==> config.mk <==
export PLATFORM = sky130hd
export DESIGN_NAME = input_port_ctrl
export DESIGN_NICKNAME = d
export VERILOG_FILES = /design/src/rtl/input_port_ctrl_pkg.sv /design/src/rtl/input_port_ctrl_credit_cnt.sv /design/src/rtl/input_port_ctrl.sv
export SDC_FILE = /design/constraint.sdc
export NUM_CORES = 1
export LEC_CHECK = 0
export CORE_MARGIN = 1
export CORE_UTILIZATION = 30
export CTS_BUF_LIST = sky130_fd_sc_hd__clkbuf_2
export CTS_CLUSTER_DIAMETER = 100
export CTS_CLUSTER_SIZE = 16
export DETAILED_ROUTE_END_ITERATION = 10
export PLACE_DENSITY = 0.53
export SLEW_MARGIN = 30
export SYNTH_ARGS = -nofsm -noshare
export SYNTH_HDL_FRONTEND = slang
export SYNTH_SLANG_ARGS = --single-unit
==> constraint.sdc <==
create_clock -name clk -period 6.93 [get_ports clk]
set_input_delay 0.693 -clock clk [delete_from_list [all_inputs] [get_ports clk]]
set_output_delay 0.693 -clock clk [all_outputs]
set_load 0.05 [all_outputs]
==> src/rtl/input_port_ctrl_pkg.sv <==
// Shared encodings for the input port controller: flit commands and FSM states.
package input_port_ctrl_pkg;

    typedef enum logic [1:0] {
        CMD_IDLE = 2'b00,
        CMD_BODY = 2'b01,
        CMD_HEAD = 2'b10,
        CMD_TAIL = 2'b11
    } cmd_e;

    typedef enum logic [1:0] {
        ST_IDLE = 2'b00,
        ST_REQ  = 2'b01,
        ST_XFER = 2'b10,
        ST_DROP = 2'b11
    } state_e;

endpackage

==> src/rtl/input_port_ctrl_credit_cnt.sv <==
// Downstream credit counter: starts full, one credit spent per forwarded flit,
// one returned per credit_in pulse. Saturates at both ends.
module input_port_ctrl_credit_cnt
    import input_port_ctrl_pkg::*;
#(
    parameter int CREDITS = 4
) (
    input  logic                           clk,
    input  logic                           rst,
    input  logic                           inc_i,
    input  logic                           dec_i,
    output logic [$clog2(CREDITS+1)-1:0]   count_o,
    output logic                           nonzero_o
);

    localparam int            CW   = $clog2(CREDITS + 1);
    localparam logic [CW-1:0] FULL = CW'(CREDITS);

    logic [CW-1:0] count_q, count_d;

    // Simultaneous return and spend cancel out; otherwise move one step within 0..CREDITS.
    always_comb begin
        count_d = count_q;
        if (inc_i && !dec_i && count_q != FULL) begin
            count_d = count_q + 1'b1;
        end else if (dec_i && !inc_i && count_q != '0) begin
            count_d = count_q - 1'b1;
        end
    end

    // Count register, refilled to full on reset.
    always_ff @(posedge clk) begin
        if (rst) begin
            count_q <= FULL;
        end else begin
            count_q <= count_d;
        end
    end

    assign count_o   = count_q;
    assign nonzero_o = (count_q != '0);

endmodule

==> src/rtl/input_port_ctrl.sv <==
// Router input port controller: requests an output port for each packet at the
// FIFO head, forwards it flit by flit under credit flow control, and discards
// unroutable packets and stray flits.
//
// state | meaning
// IDLE  | waiting for a head flit; stray non-head flits are read and discarded
// REQ   | request registered, waiting for allocator grant; age counts wait
// XFER  | forwarding flits while FIFO has data and a downstream credit exists
// DROP  | draining a packet whose head carried route==0
module input_port_ctrl
    import input_port_ctrl_pkg::*;
#(
    parameter int PORTS   = 4,
    parameter int CREDITS = 4,
    parameter int AGE_W   = 4,
    parameter int AGE_TH  = 8,
    parameter int CNT_W   = 16
) (
    input  logic             clk,
    input  logic             rst,
    input  logic [1:0]       cmd_i,
    input  logic             empty_i,
    input  logic [PORTS-1:0] route_i,
    input  logic             grant_i,
    input  logic             credit_in_i,
    output logic             re_o,
    output logic [PORTS-1:0] req_o,
    output logic             age_hi_o,
    output logic             drop_err_o,
    output logic [CNT_W-1:0] pkt_cnt_o
);

    localparam logic [AGE_W-1:0] AGE_MAX = '1;
    localparam logic [AGE_W-1:0] AGE_THR = AGE_W'(AGE_TH);

    state_e           state_q, state_d;
    logic [PORTS-1:0] req_q, req_d;
    logic [AGE_W-1:0] age_q, age_d;
    logic [CNT_W-1:0] pkt_cnt_q, pkt_cnt_d;
    logic             drop_err_q, drop_err_d;

    cmd_e cmd;
    logic head_ok;
    logic route_nz;
    logic tail_rd;
    logic xfer_rd;
    logic credit_nz;

    assign cmd      = cmd_e'(cmd_i);
    assign head_ok  = !empty_i && (cmd == CMD_HEAD);
    assign route_nz = |route_i;
    assign tail_rd  = re_o && (cmd == CMD_TAIL);
    assign xfer_rd  = re_o && (state_q == ST_XFER);

    input_port_ctrl_credit_cnt #(
        .CREDITS (CREDITS)
    ) u_credit (
        .clk       (clk),
        .rst       (rst),
        .inc_i     (credit_in_i),
        .dec_i     (xfer_rd),
        .count_o   (),
        .nonzero_o (credit_nz)
    );

    // FSM state register.
    always_ff @(posedge clk) begin
        if (rst) begin
            state_q <= ST_IDLE;
        end else begin
            state_q <= state_d;
        end
    end

    // FSM next-state logic; grant only matters while requesting.
    always_comb begin
        state_d = state_q;
        case (state_q)
            ST_IDLE: if (head_ok) state_d = route_nz ? ST_REQ : ST_DROP;
            ST_REQ:  if (grant_i) state_d = ST_XFER;
            ST_XFER: if (tail_rd) state_d = ST_IDLE;
            ST_DROP: if (tail_rd) state_d = ST_IDLE;
            default: state_d = ST_IDLE;
        endcase
    end

    // FSM output: FIFO read enable, forced low while reset is held.
    always_comb begin
        re_o = 1'b0;
        if (!rst) begin
            case (state_q)
                ST_IDLE: re_o = !empty_i && (cmd != CMD_HEAD);
                ST_XFER: re_o = !empty_i && credit_nz;
                ST_DROP: re_o = !empty_i;
                default: re_o = 1'b0;
            endcase
        end
    end

    // Next values for request, wait age, packet count and drop pulse.
    // Age counts cycles the request has been visible, including the current one.
    always_comb begin
        req_d      = req_q;
        age_d      = '0;
        pkt_cnt_d  = pkt_cnt_q;
        drop_err_d = 1'b0;
        if (state_q == ST_IDLE && head_ok && route_nz) begin
            req_d = route_i;
        end else if (state_q == ST_XFER && tail_rd) begin
            req_d = '0;
        end
        if (state_q == ST_IDLE && state_d == ST_REQ) begin
            age_d = AGE_W'(1);
        end else if (state_q == ST_REQ && state_d == ST_REQ) begin
            age_d = (age_q == AGE_MAX) ? age_q : age_q + 1'b1;
        end
        if (state_q == ST_XFER && tail_rd) begin
            pkt_cnt_d = pkt_cnt_q + CNT_W'(1);
        end
        if (state_q == ST_DROP && tail_rd) begin
            drop_err_d = 1'b1;
        end
    end

    // Registered outputs and age counter; nothing about a packet survives reset.
    always_ff @(posedge clk) begin
        if (rst) begin
            req_q      <= '0;
            age_q      <= '0;
            pkt_cnt_q  <= '0;
            drop_err_q <= 1'b0;
        end else begin
            req_q      <= req_d;
            age_q      <= age_d;
            pkt_cnt_q  <= pkt_cnt_d;
            drop_err_q <= drop_err_d;
        end
    end

    assign req_o      = req_q;
    assign pkt_cnt_o  = pkt_cnt_q;
    assign drop_err_o = drop_err_q;
    assign age_hi_o   = !rst && (state_q == ST_REQ) && (age_q >= AGE_THR);

endmodule
==> results.md <==
* First-pass GRT wire length at 5.60 mm
* Hold wc startpoint: pkt_cnt_o[15]$_SDFFE_PP0P_
* Fill cells at 492
* Final Hold Fails at 0
* Hold Path Stages at 2
* # DRC at 0
* Max Cap Viol at 0
* Clock Pin Slew Worst Setup and Hold Paths at 0.16 ns
* Sequential share of power at 51.3%
* Detailed placer's ending HPWL at 2.33 mm
* DR vias/cell at 4.94
* Layout cells sized above 1 at 6.88%
* Crit-path max FO at 6
* Setup CP Type: in -> out
* Pint at 263 µW
* Clock buffer depth at 2
* WL/cell at 11.8 µm
* # diodes at 0
* Final ANT Viol Nets at 0
* Vias at 1,409
* Final hold slack at 0.498 ns
* WP data required at 6.24 ns
* Avg Inst Size Synth at 8.40 µm²
* GRT Total Usage at 13.4%
* Hold Buf Count CTS at 0
* Top_reg_cell synth: dfxtp_1
* Core region area at 4850 µm²
* # rows at 25
* Nets at 232
* Area of the die at 5450 µm²
* Total negative slack at 0 ns
* Startpoint Class: primary input
* Flop-to-flop setup slack at 4.40 ns
* Pin count of the biggest net entering global routing at 32
* Yosys reg bits at 30
* RR Endpoint: pkt_cnt_o[14]$_SDFFE_PP0P_
* PwrDens at 181 nW/µm²
* Commonest cells post-synth: dfxtp_1, a21oi_1, nor2_1, nand3_1, nor3_1
* Comb power frac at 14.8%
* Grt total ovfl at 0
* GPL Wtd Cong at 0.738
* CTS tree: built
* Slew @ Worst Pin at 0.827 ns
* CP Cell Sequence: clkdlybuf4s50_1 -> nor2b_1 -> nor3_1 -> a21oi_1 -> nor3_1 -> clkdlybuf4s50_1
* Switching pwr at 101 µW
* Sw Ratio at 27.8%
* Fin. max-slew vios at 0
* CP max stage cell: clkdlybuf4s50_1
* Hold crit path type: reg -> reg
* Drt pass-1 iters at 4
* I/O Pins at 34
* Fin crit period at 3.26 ns
* Async set-reset flop share out of synthesis at 0%
* CTS root buf: clkbuf_2
* Total CTS buffers at 5
* I/O Buffers at 33
* Area leader, netlist: dfxtp_1
* RSZ-0062 raised after global routing: false
* Final period utilization at 47.0%
* Initial antenna violation count at 0
* Top cell type's share of synthesized area at 38.8%
* CP peak stage delay at 0.83 ns
* Reg2Reg Depth at 4
* Fmax achieved at 0.307 GHz
* Final setup vio count at 0
* Syn_nets at 199
* Initial Util at 31.9%
* Leakage at 0.624 nW
* # resized after CTS at 0
* Sequential element share of the synthesized area at 38.8%
* Number of synthesized flops with an enable pin at 0
* Min-Delay Endpoint: pkt_cnt_o[15]$_SDFFE_PP0P_
* Synth unique cells at 45
* Overall power at 364 µW
* CP endpoint kind: output pin
* Critical path arrival at 2.56 ns
* H-tree lvl count at 2
* Postcts setup bufs at 0
* Status: complete, no violations
* CTS sink cnt at 30
* Netlist Area Pre-Place at 1550 µm²
* Most area-consuming cells after synthesis: dfxtp_1, a21oi_1, xnor2_1
* Worst r2r src: state_q[1]$_SDFF_PP0_
* VDD IR max at 101 µV
* Area Overhead vs Synth at 30.2%
* Syn Inst Count at 184
* Worst-Skew Late Latency at 0.38 ns
* Final WL at 3.36 mm
* Iter 0 DRT Violations at 52
* Worst rel slew slack at 44.0%
* Synth warn at 0
* Die Ht at 73.8 µm
* Top-count cell post-synth: dfxtp_1
* Vias in the first global route at 1,266
* Clk pwr share at 33.9%
* Die X-Extent at 73.8 µm
* Clock skew at 0.0232 ns
worst max-delay path: cells and delay by family:
family	cells	cell delay, ns
AO/OA/AOI/OAI	1	0.06
AND/OR/NAND/NOR	3	0.49
buffers and inverters	2	1.32
power by group through the flow:
stage               clock (mW)  sequential, mW  combinational [mW]
global placement             0           0.190              0.0523
detailed placement           0           0.190              0.0539
global route             0.136           0.189              0.0598
floorplan                    0           0.190              0.0355
CTS                      0.129           0.187              0.0543
finish                   0.123           0.187              0.0540
kinds of logic (layout without fill, tap and decap cells):
kind of cell | after synthesis | after routing | share of synthesized area, %
adder cells (fa/ha/maj) | 4 | 4 | 3.72
XOR/XNOR | 9 | 9 | 5.10
flip-flops | 30 | 30 | 38.8
multiplexers | 3 | 3 | 1.94
AND/OR/NAND/NOR | 83 | 83 | 30.0
AO/OA/AOI/OAI | 39 | 39 | 16.3
buffers and inverters | 16 | 50 | 4.05
cell usage in the layout (no fill, tap or decap), types with 2 or more instances in the layout:
cell / count
nand2b_1: 2
dfxtp_1: 30
mux2i_1: 3
a31oi_1: 2
nor3_1: 12
clkdlybuf4s50_1: 33
clkinv_2: 2
ha_1: 3
xnor2_1: 8
nor3b_1: 2
inv_1: 8
nand4_1: 2
nand2_1: 7
or4_1: 3
nand3_1: 13
or3_1: 11
nor2_1: 14
a22o_1: 4
o31ai_1: 2
clkbuf_2: 5
nor4_1: 4
nor2b_1: 2
o21ai_0: 6
a21oi_1: 14
registers in the layout, summed over array words and instances, names as in the netlist:
name              flops
drop_err_o            1
age_q                 4
state_q               2
pkt_cnt_o            16
req_o                 4
u_credit.count_o      3
final cells by class:
cell class | count | area, µm² | area share (%)
multi-input combinational | 138 | 896 | 44.5
tap | 67 | 83.8 | 4.16
inverter | 8 | 30.0 | 1.49
timing repair buffer | 34 | 338 | 16.8
clock buffer | 5 | 25.0 | 1.24
clock inverter | 3 | 40.0 | 1.99
sequential | 30 | 601 | 29.8
worst max path at each step:
stage | from | endpoint | slack, ns | cells after the start
2_1_floorplan | rst | age_hi_o | 4.06 | 3
3_3_place_gp | rst | u_credit.count_o[1]$_SDFFE_PP0P_ | 3.51 | 9
3_5_place_dp | rst | pkt_cnt_o[12]$_SDFFE_PP0P_ | 3.64 | 6
4_1_cts | cmd_i[0] | re_o | 3.66 | 6
5_1_grt | cmd_i[1] | re_o | 3.57 | 6
6_report | cmd_i[1] | re_o | 3.67 | 6
metrics by stage:
step | cell area [µm²] | utilization, % | worst slack (ns) | cells
after global placement | 1940 | 39.9 | 3.51 | 277
after global routing | 2010 | 41.5 | 3.57 | 285
after floorplan | 1550 | - | 4.06 | 184
final | 2010 | 41.5 | 3.67 | 285
after detailed placement | 1950 | 40.2 | 3.64 | 277
after CTS | 2010 | 41.5 | 3.66 | 285
routing by layer:
| layer | track usage (%) | part of all wire [%] |
|---|---|---|
| met1 | 18.0 | 52 |
| met4 | 6.41 | 1.9 |
| met5 | 0 | 0 |
| met2 | 19.7 | 42 |
| met3 | 3.70 | 3.3 |
(Power assumes the default switching activity.)
